**config.mk**
```make
export PLATFORM = sky130hd
export DESIGN_NAME = regfile_wb_arbiter
export DESIGN_NICKNAME = d
export VERILOG_FILES = /design/src/rtl/regfile_wb_arbiter.sv
export SDC_FILE = /design/constraint.sdc
export NUM_CORES = 1
export LEC_CHECK = 0
export ABC_AREA = 1
export CAP_MARGIN = 20
export CORE_ASPECT_RATIO = 0.75
export CORE_MARGIN = 4
export CORE_UTILIZATION = 44
export CTS_BUF_LIST = sky130_fd_sc_hd__clkbuf_8
export CTS_CLUSTER_DIAMETER = 50
export DETAILED_ROUTE_END_ITERATION = 10
export PLACE_DENSITY_LB_ADDON = 0.12
export RECOVER_POWER = 50
export SETUP_SLACK_MARGIN = 0.05
export SLEW_MARGIN = 10
export SYNTH_ARGS = -nofsm -noshare
export SYNTH_HDL_FRONTEND = slang
export SYNTH_SLANG_ARGS = --single-unit
```
**constraint.sdc**
```tcl
create_clock -name clock -period 5 [get_ports clock]
set_input_delay 1 -clock clock [delete_from_list [all_inputs] [get_ports clock]]
set_output_delay 1 -clock clock [all_outputs]
set_load 0.1 [all_outputs]
```
**src/rtl/regfile_wb_arbiter.sv**
```systemverilog
// Round-robin owner of the register bank write port, with optional zero sweep after reset.
// Optional WB_STATS_EN adds saturating write/drop counters (stat_writes, stat_drops).
module regfile_wb_arbiter #(
    parameter int NREQ       = 3,
    parameter bit INIT_SWEEP = 1'b1
) (
    input  logic                 clock,
    input  logic                 reset,
    input  logic [NREQ-1:0]      req_valid,
    input  logic [5*NREQ-1:0]    req_addr,
    input  logic [32*NREQ-1:0]   req_data,
    output logic [NREQ-1:0]      req_ready,
    output logic [4:0]           WriteAddr,
    output logic [31:0]          WriteData,
    output logic                 RegWrite,
    output logic                 init_done,
    output logic                 zero_drop,
    output logic                 dbg_state_o
`ifdef WB_STATS_EN
    ,
    output logic [15:0]          stat_writes,
    output logic [15:0]          stat_drops
`endif
);

    localparam int RRW = (NREQ > 2) ? 2 : 1;

    typedef enum logic {ST_INIT = 1'b0, ST_RUN = 1'b1} state_t;

    state_t         state_q;
    logic [4:0]     cnt_q;
    logic [RRW-1:0] rr_q;
    logic [4:0]     waddr_q;
    logic [31:0]    wdata_q;
    logic           regwrite_q;
    logic           init_done_q;
    logic           zero_drop_q;
`ifdef WB_STATS_EN
    logic [15:0]    stat_writes_q;
    logic [15:0]    stat_drops_q;
`endif

    logic           grant_any;
    logic [RRW-1:0] grant_idx;
    logic [RRW-1:0] idx;
    int             slot;
    logic [4:0]     sel_addr;
    logic [31:0]    sel_data;

    // Handshake: a transfer happens on a rising edge where req_valid[i] && req_ready[i];
    // a requester keeps valid/addr/data stable until it sees ready, and ready never waits on anything
    // but valid, rr_q and state_q.
    always_comb begin
        grant_any = 1'b0;
        grant_idx = '0;
        idx       = '0;
        slot      = 0;
        req_ready = '0;
        if (state_q == ST_RUN) begin
            for (int k = 0; k < NREQ; k++) begin
                slot = int'(rr_q) + k;
                if (slot >= NREQ) slot = slot - NREQ;
                idx = slot[RRW-1:0];
                if (!grant_any && req_valid[idx]) begin
                    grant_any = 1'b1;
                    grant_idx = idx;
                end
            end
        end
        if (grant_any) req_ready[grant_idx] = 1'b1;
        sel_addr = req_addr[grant_idx*5 +: 5];
        sel_data = req_data[grant_idx*32 +: 32];
    end

    always_ff @(posedge clock) begin
        if (!reset) begin
            state_q     <= INIT_SWEEP ? ST_INIT : ST_RUN;
            cnt_q       <= 5'd1;
            rr_q        <= '0;
            waddr_q     <= '0;
            wdata_q     <= '0;
            regwrite_q  <= 1'b0;
            zero_drop_q <= 1'b0;
            init_done_q <= !INIT_SWEEP;
`ifdef WB_STATS_EN
            stat_writes_q <= '0;
            stat_drops_q  <= '0;
`endif
        end else if (state_q == ST_INIT) begin
            regwrite_q  <= 1'b1;
            waddr_q     <= cnt_q;
            wdata_q     <= '0;
            zero_drop_q <= 1'b0;
            // The counter parks at 31 so it never wraps back into register 0.
            if (cnt_q == 5'd31) begin
                state_q     <= ST_RUN;
                init_done_q <= 1'b1;
            end else begin
                cnt_q <= cnt_q + 5'd1;
            end
        end else begin
            regwrite_q  <= 1'b0;
            zero_drop_q <= 1'b0;
            if (grant_any) begin
                if (grant_idx == RRW'(NREQ - 1)) rr_q <= '0;
                else                             rr_q <= grant_idx + 1'b1;
                if (sel_addr != 5'd0) begin
                    regwrite_q <= 1'b1;
                    waddr_q    <= sel_addr;
                    wdata_q    <= sel_data;
`ifdef WB_STATS_EN
                    if (stat_writes_q != 16'hFFFF) stat_writes_q <= stat_writes_q + 16'd1;
`endif
                end else begin
                    zero_drop_q <= 1'b1;
`ifdef WB_STATS_EN
                    if (stat_drops_q != 16'hFFFF) stat_drops_q <= stat_drops_q + 16'd1;
`endif
                end
            end
        end
    end

    assign WriteAddr   = waddr_q;
    assign WriteData   = wdata_q;
    assign RegWrite    = regwrite_q;
    assign init_done   = init_done_q;
    assign zero_drop   = zero_drop_q;
    assign dbg_state_o = (state_q == ST_RUN);
`ifdef WB_STATS_EN
    assign stat_writes = stat_writes_q;
    assign stat_drops  = stat_drops_q;
`endif

endmodule

```
; ---- Word-level counts from Yosys, hierarchy flattened
; Index checks and enable logic that the tools add are counted.
[word_totals]
ff_bits = 48
output_inout_bits = 44
elab_cells = 80
in_bits = 116
[op_classes]
n_reduce_logical = 13
order_cmp = 8
n_eq_ne = 4
multipliers = 1
muxes = 35
addsub = 7
bitwise = 2
n_shift = 2
[op_table]
columns = cell, n
row1 = $shiftx 96x8->32, 1
row2 = $mux 2, 11
row3 = $mux 1, 16
row4 = $mux 5, 3
row5 = $shiftx 15x6->5, 1
row6 = $lt 2x3->1 const B, 4
row7 = $reduce_and 2->1, 6
row8 = $bmux 1 s2, 3
row9 = $ge 3x2->1 const B, 2
row10 = $sub 2x2->2 const B, 3
row11 = $add 5x1->5 const B, 1
row12 = $eq 5x5->1 const B, 1
row13 = $mul 2x3->5 const B, 1
row14 = $reduce_bool 5->1, 1
row15 = $ne 2x1->1 const B, 2
row16 = $add 2x1->3 const B, 1
row17 = $add 2x2->3 const B, 1
row18 = $logic_and 1x1->1, 3
row19 = $mux 3, 1
row20 = $reduce_and 3->1, 1
row21 = $add 2x1->2 const B, 1
row22 = $demux 1 s2, 1
row23 = $eq 2x2->1 const B, 1
row24 = $ge 2x1->1 const B, 1
row25 = 3 further kinds, 5

; ---- Longest topological paths before layout
[depth]
word_depth = 21
mapped_depth = 21

; ---- Least setup slack after synthesis
; No wires, ideal clock.
[synth_path]
path_kind = input port to output port
start = input req_valid[2]
end = output req_ready[0]
cell_stages = 9
n_path_buf = 1
arrival_time_ns = 3.088
setup_slack_ns = 0.912
path_cell_list = inv_1 o21ai_1 nand2_2 nand3_4 nand3_2 nand2_4 buf_8 nand2_1 nor2_1
[synth_via]
elab_chain_cells = 17
[synth_lines]
columns = item, line
row1 = "start, declared", 9  ; input logic [NREQ-1:0] req_valid,
row2 = $bmux 1 s2, 64  ; if (!grant_any && req_valid[idx]) begin
row3 = $mux 1 (implied by the code), 64
row4 = $mux 1, 64
row5 = $mux 1, 59  ; if (state_q == ST_RUN) begin
row6 = $logic_not 1->1, 64
row7 = $logic_and 1x1->1, 64
row8 = $mux 1, 64
row9 = $mux 1, 59
row10 = $logic_not 1->1, 64
row11 = $logic_and 1x1->1, 64
row12 = $mux 2, 64
row13 = $mux 2, 59
row14 = $lt 2x3->1 (implied by the code) / $ge 2x1->1 (equally long branches), 70  ; if (grant_any) req_ready[grant_idx] = 1'b1;
row15 = $logic_and 1x1->1 (implied by the code), 70
row16 = $mux 1 (implied by the code), 70
row17 = $demux 1 s2, 70
row18 = $mux 3 (*), 70
row19 = "end, declared", 12  ; output logic [NREQ-1:0] req_ready,
; Mark *: on every way between the ends. The rest lies on a longest branch, timed or not. The select of a mux whose other input is x is not followed.

; ---- Worst setup path after layout
; Same ends and word-level chain as after synthesis.

==> results by group <==
Timing
  – Tcrit/Tclk final: between 80% and 90%
  – Least-Margin Pin Slew: 1.04 ns
  – RSZ-0062 raised after global routing: false
  – Hold_ws: 0.468 ns
  – Min Clock Period, post-route: around 4.0 ns
  – Slew HR: between 30% and 40%
  – Setup Viol. Count Final: 0
  – Fin. Hold Viols: 0
  – Slew Limit Fails: 0
  – Final setup margin: between 0.9 and 1 ns
  – Peak Freq: 247 MHz
  – Fin Clk Skew: 0.00578 ns
  – Setup_tns: 0 ns

Logic synthesis
  – Sequential area share after synthesis: around 31%
  – Cells after synthesis: between 400 and 500
  – Number of synthesized flops with an enable pin: 0
  – Distinct cell type count after synthesis: 28
  – Top cell type's share of synthesized area: 31.3%
  – Largest area contributor in the netlist: dfxtp_1
  – Yosys reg bits: 48
  – Synth Cell Area: 3070 um2
  – Main synth FF type: dfxtp_1
  – Post-Syn Area per Cell: about 6.5 um2
  – Synth warn: 0
  – Net Count, Synth: roughly 590
  – Synth top area cells: dfxtp_1 (31%), nand2_1 (14%), nand3_2 (11%)
  – Post-synthesis async set-or-reset flop share: 0%

Detailed routing
  – DRC viols: 0
  – DR WL/cell: between 10 and 15 um
  – DRT antenna net count: 0
  – Vias per cell: 5.02
  – Initial DRC count: 200
  – Via count: between 3,000 and 4,000
  – Pre-Repair DR Iteration Count: 5
  – Total Routed Length: just over 10 mm

Power
  – PD cells: 173 nW/um2
  – Leak pwr: slightly below 2 nW
  – Power Total: between 800 and 900 uW
  – IR drop worst, VDD: approximately 0.13 mV

Layout
  – Register Area: 961 um2
  – # fillers: between 500 and 600
  – Final layout net count: about 740
  – Final instance area: about 4800 um2
  – Fraction of layout cells with a size suffix above 1: 11.0%
  – P&R area growth vs syn: 54.6%
  – # diodes: 0
  – Multi-input gate area: around 1800 um2

Global routing
  – GR peak layer: met2
  – GR Overflow Total: 0
  – Vias in the first global route: around 3,300
  – Met1 Use GR: around 30%
  – GRT Total Usage: between 20% and 30%
  – Largest net degree at the start of global routing: 39
  – Initial antenna violation count: 0
  – GR Util met2: between 40% and 50%
  – First-pass GRT wire length: roughly 16 mm
  – Met3 Use GR: ~6%

Clocking
  – Clock-pin slew on the worst setup and hold paths: around 0.08 ns
  – Longest Clk Path Bufs: 2
  – CTS sink cnt: 48
  – Clock Latency Late Sink: 0.30 ns
  – # hold bufs at CTS: 0
  – CTS Root Cell: clkbuf_8
  – Cts repair resizes: 0
  – Total CTS buffers: 5
  – Htree depth: 2
  – CTS tree: done
  – Postcts setup bufs: 0

Floorplan
  – Die Ht: between 80 and 90 um
  – Die area: between 8000 and 9000 um2
  – Die W: between 100 and 150 um
  – Num ports: 160
  – Initial Util: around 45%
  – # rows: 26
  – Total core area: a little under 7000 um2

Place
  – Placed cell area: between 4000 and 5000 um2
  – Final RePlAce weighted congestion: slightly below 1
  – Pre-CTS setup slack: around 0.93 ns
  – Number of I/O port buffers: approximately 160
  – Detail Placement HPWL: 7.70 mm

Hold path
  – Cell depth of the worst min-delay path: 2
  – Hold crit path type: reg -> reg

Critical path
  – CP required: around 4.0 ns
  – R2R cell count: 17
  – Crit path max fanout: 29
  – Crit end category: output port
  – Critical path class: in -> out
  – Reg2reg setup slack: 1.62 ns
  – CP Launch Type: input port
  – WP data arrival: approximately 3.0 ns

Status
  – Status: complete, no violations

Job
  – Max-Cap Viols: 0
==> worst paths after layout <==
check	from	to
worst max register to register	rr_q[0]	WriteData[4]
worst min register to register	WriteData[1]	WriteData[1]
worst max-delay path	req_valid[2]	req_ready[0]
worst min-delay path	WriteData[1]	WriteData[1]
==> through the flow <==
stage,util [%],std cells
after detailed placement,68.3,696
after floorplan,-,474
final,69.9,704
after CTS,69.9,704
after global routing,69.9,704
after global placement,68.3,696
==> flip-flops by register name, indices dropped and copies added, names as in the netlist <==
register and cells:
RegWrite 1, WriteAddr 5, WriteData 32, cnt_q 5, dbg_state_o 1, init_done 1, rr_q 2, zero_drop 1
==> cell usage in the layout, fill, tap and decap left out <==
cell,Yosys,layout
inv_4,1,1
inv_2,6,7
clkdlybuf4s50_1,0,117
nand3b_1,4,4
nand3_4,1,1
clkbuf_8,0,5
nand2_2,4,4
a21oi_1,44,44
o21ai_1,2,2
nand2_4,1,1
dfxtp_1,48,48
o21a_1,1,1
ha_1,4,4
nand3_2,35,35
nor2_1,80,80
dlygate4sd3_1,0,39
nand4_1,4,4
inv_1,45,45
buf_4,1,8
nand3_1,23,23
clkinv_2,0,1
o21ai_0,25,25
nor2_2,3,3
nor3_1,1,1
nor2_4,1,1
o211ai_1,1,1
bufinv_16,0,1
nand2_1,114,114
==> cells by family (layout without fill, tap and decap cells) <==
group | after synthesis | after routing | share of synthesized area, %
DFF | 48 | 48 | 31.3
adders and majority gates | 4 | 4 | 1.63
AOI/OAI and AO/OA | 73 | 73 | 12.1
and+or+nand+nor | 271 | 271 | 43.5
buffers and inverters | 78 | 224 | 11.5
==> synthesized netlist by cell type, types with 2 or more instances <==
cell and instances:
nand2_1 114, nor2_1 80, dfxtp_1 48, inv_1 45, a21oi_1 44, nand3_2 35, o21ai_0 25, nand3_1 23
buf_2 11, clkbuf_1 7, inv_2 6, buf_6 4, ha_1 4, nand2_2 4, nand3b_1 4, nand4_1 4
nor2_2 3, buf_1 2, o21ai_1 2
==> area by class of cell <==
cell class,count,area share [%]
Clock buffer,5,1.45
Clock inverter,3,0.816
Inverter,52,4.16
Multi-Input combinational cell,348,37.0
Sequential cell,48,20.2
Tap cell,84,2.21
Timing Repair Buffer,164,34.1
==> layer usage <==
layer / wire (um) / vias to the layer above
met5: 0 / -
li1: - / 1792
met2: 4620 / 168
met3: 934 / 10
met4: 99 / 0
met1: 4430 / 1567
==> where the power goes <==
part / total [mW] / internal (mW) / switching [mW]
clock: 0.271 / 0.146 / 0.125
combinational: 0.159 / 0.0966 / 0.0624
sequential: 0.391 / 0.387 / 0.00335
total: 0.821 / 0.630 / 0.190
==> critical path, cell delays in order <==
cell and delay, ns:
clkdlybuf4s50_1 0.50, inv_1 0.07, o21ai_1 0.21, nand2_2 0.13
nand3_4 0.12, nand3_2 0.14, nand2_4 0.30, nand2_1 0.11
nor2_1 0.14, buf_4 0.31
(Power assumes the default switching activity.)
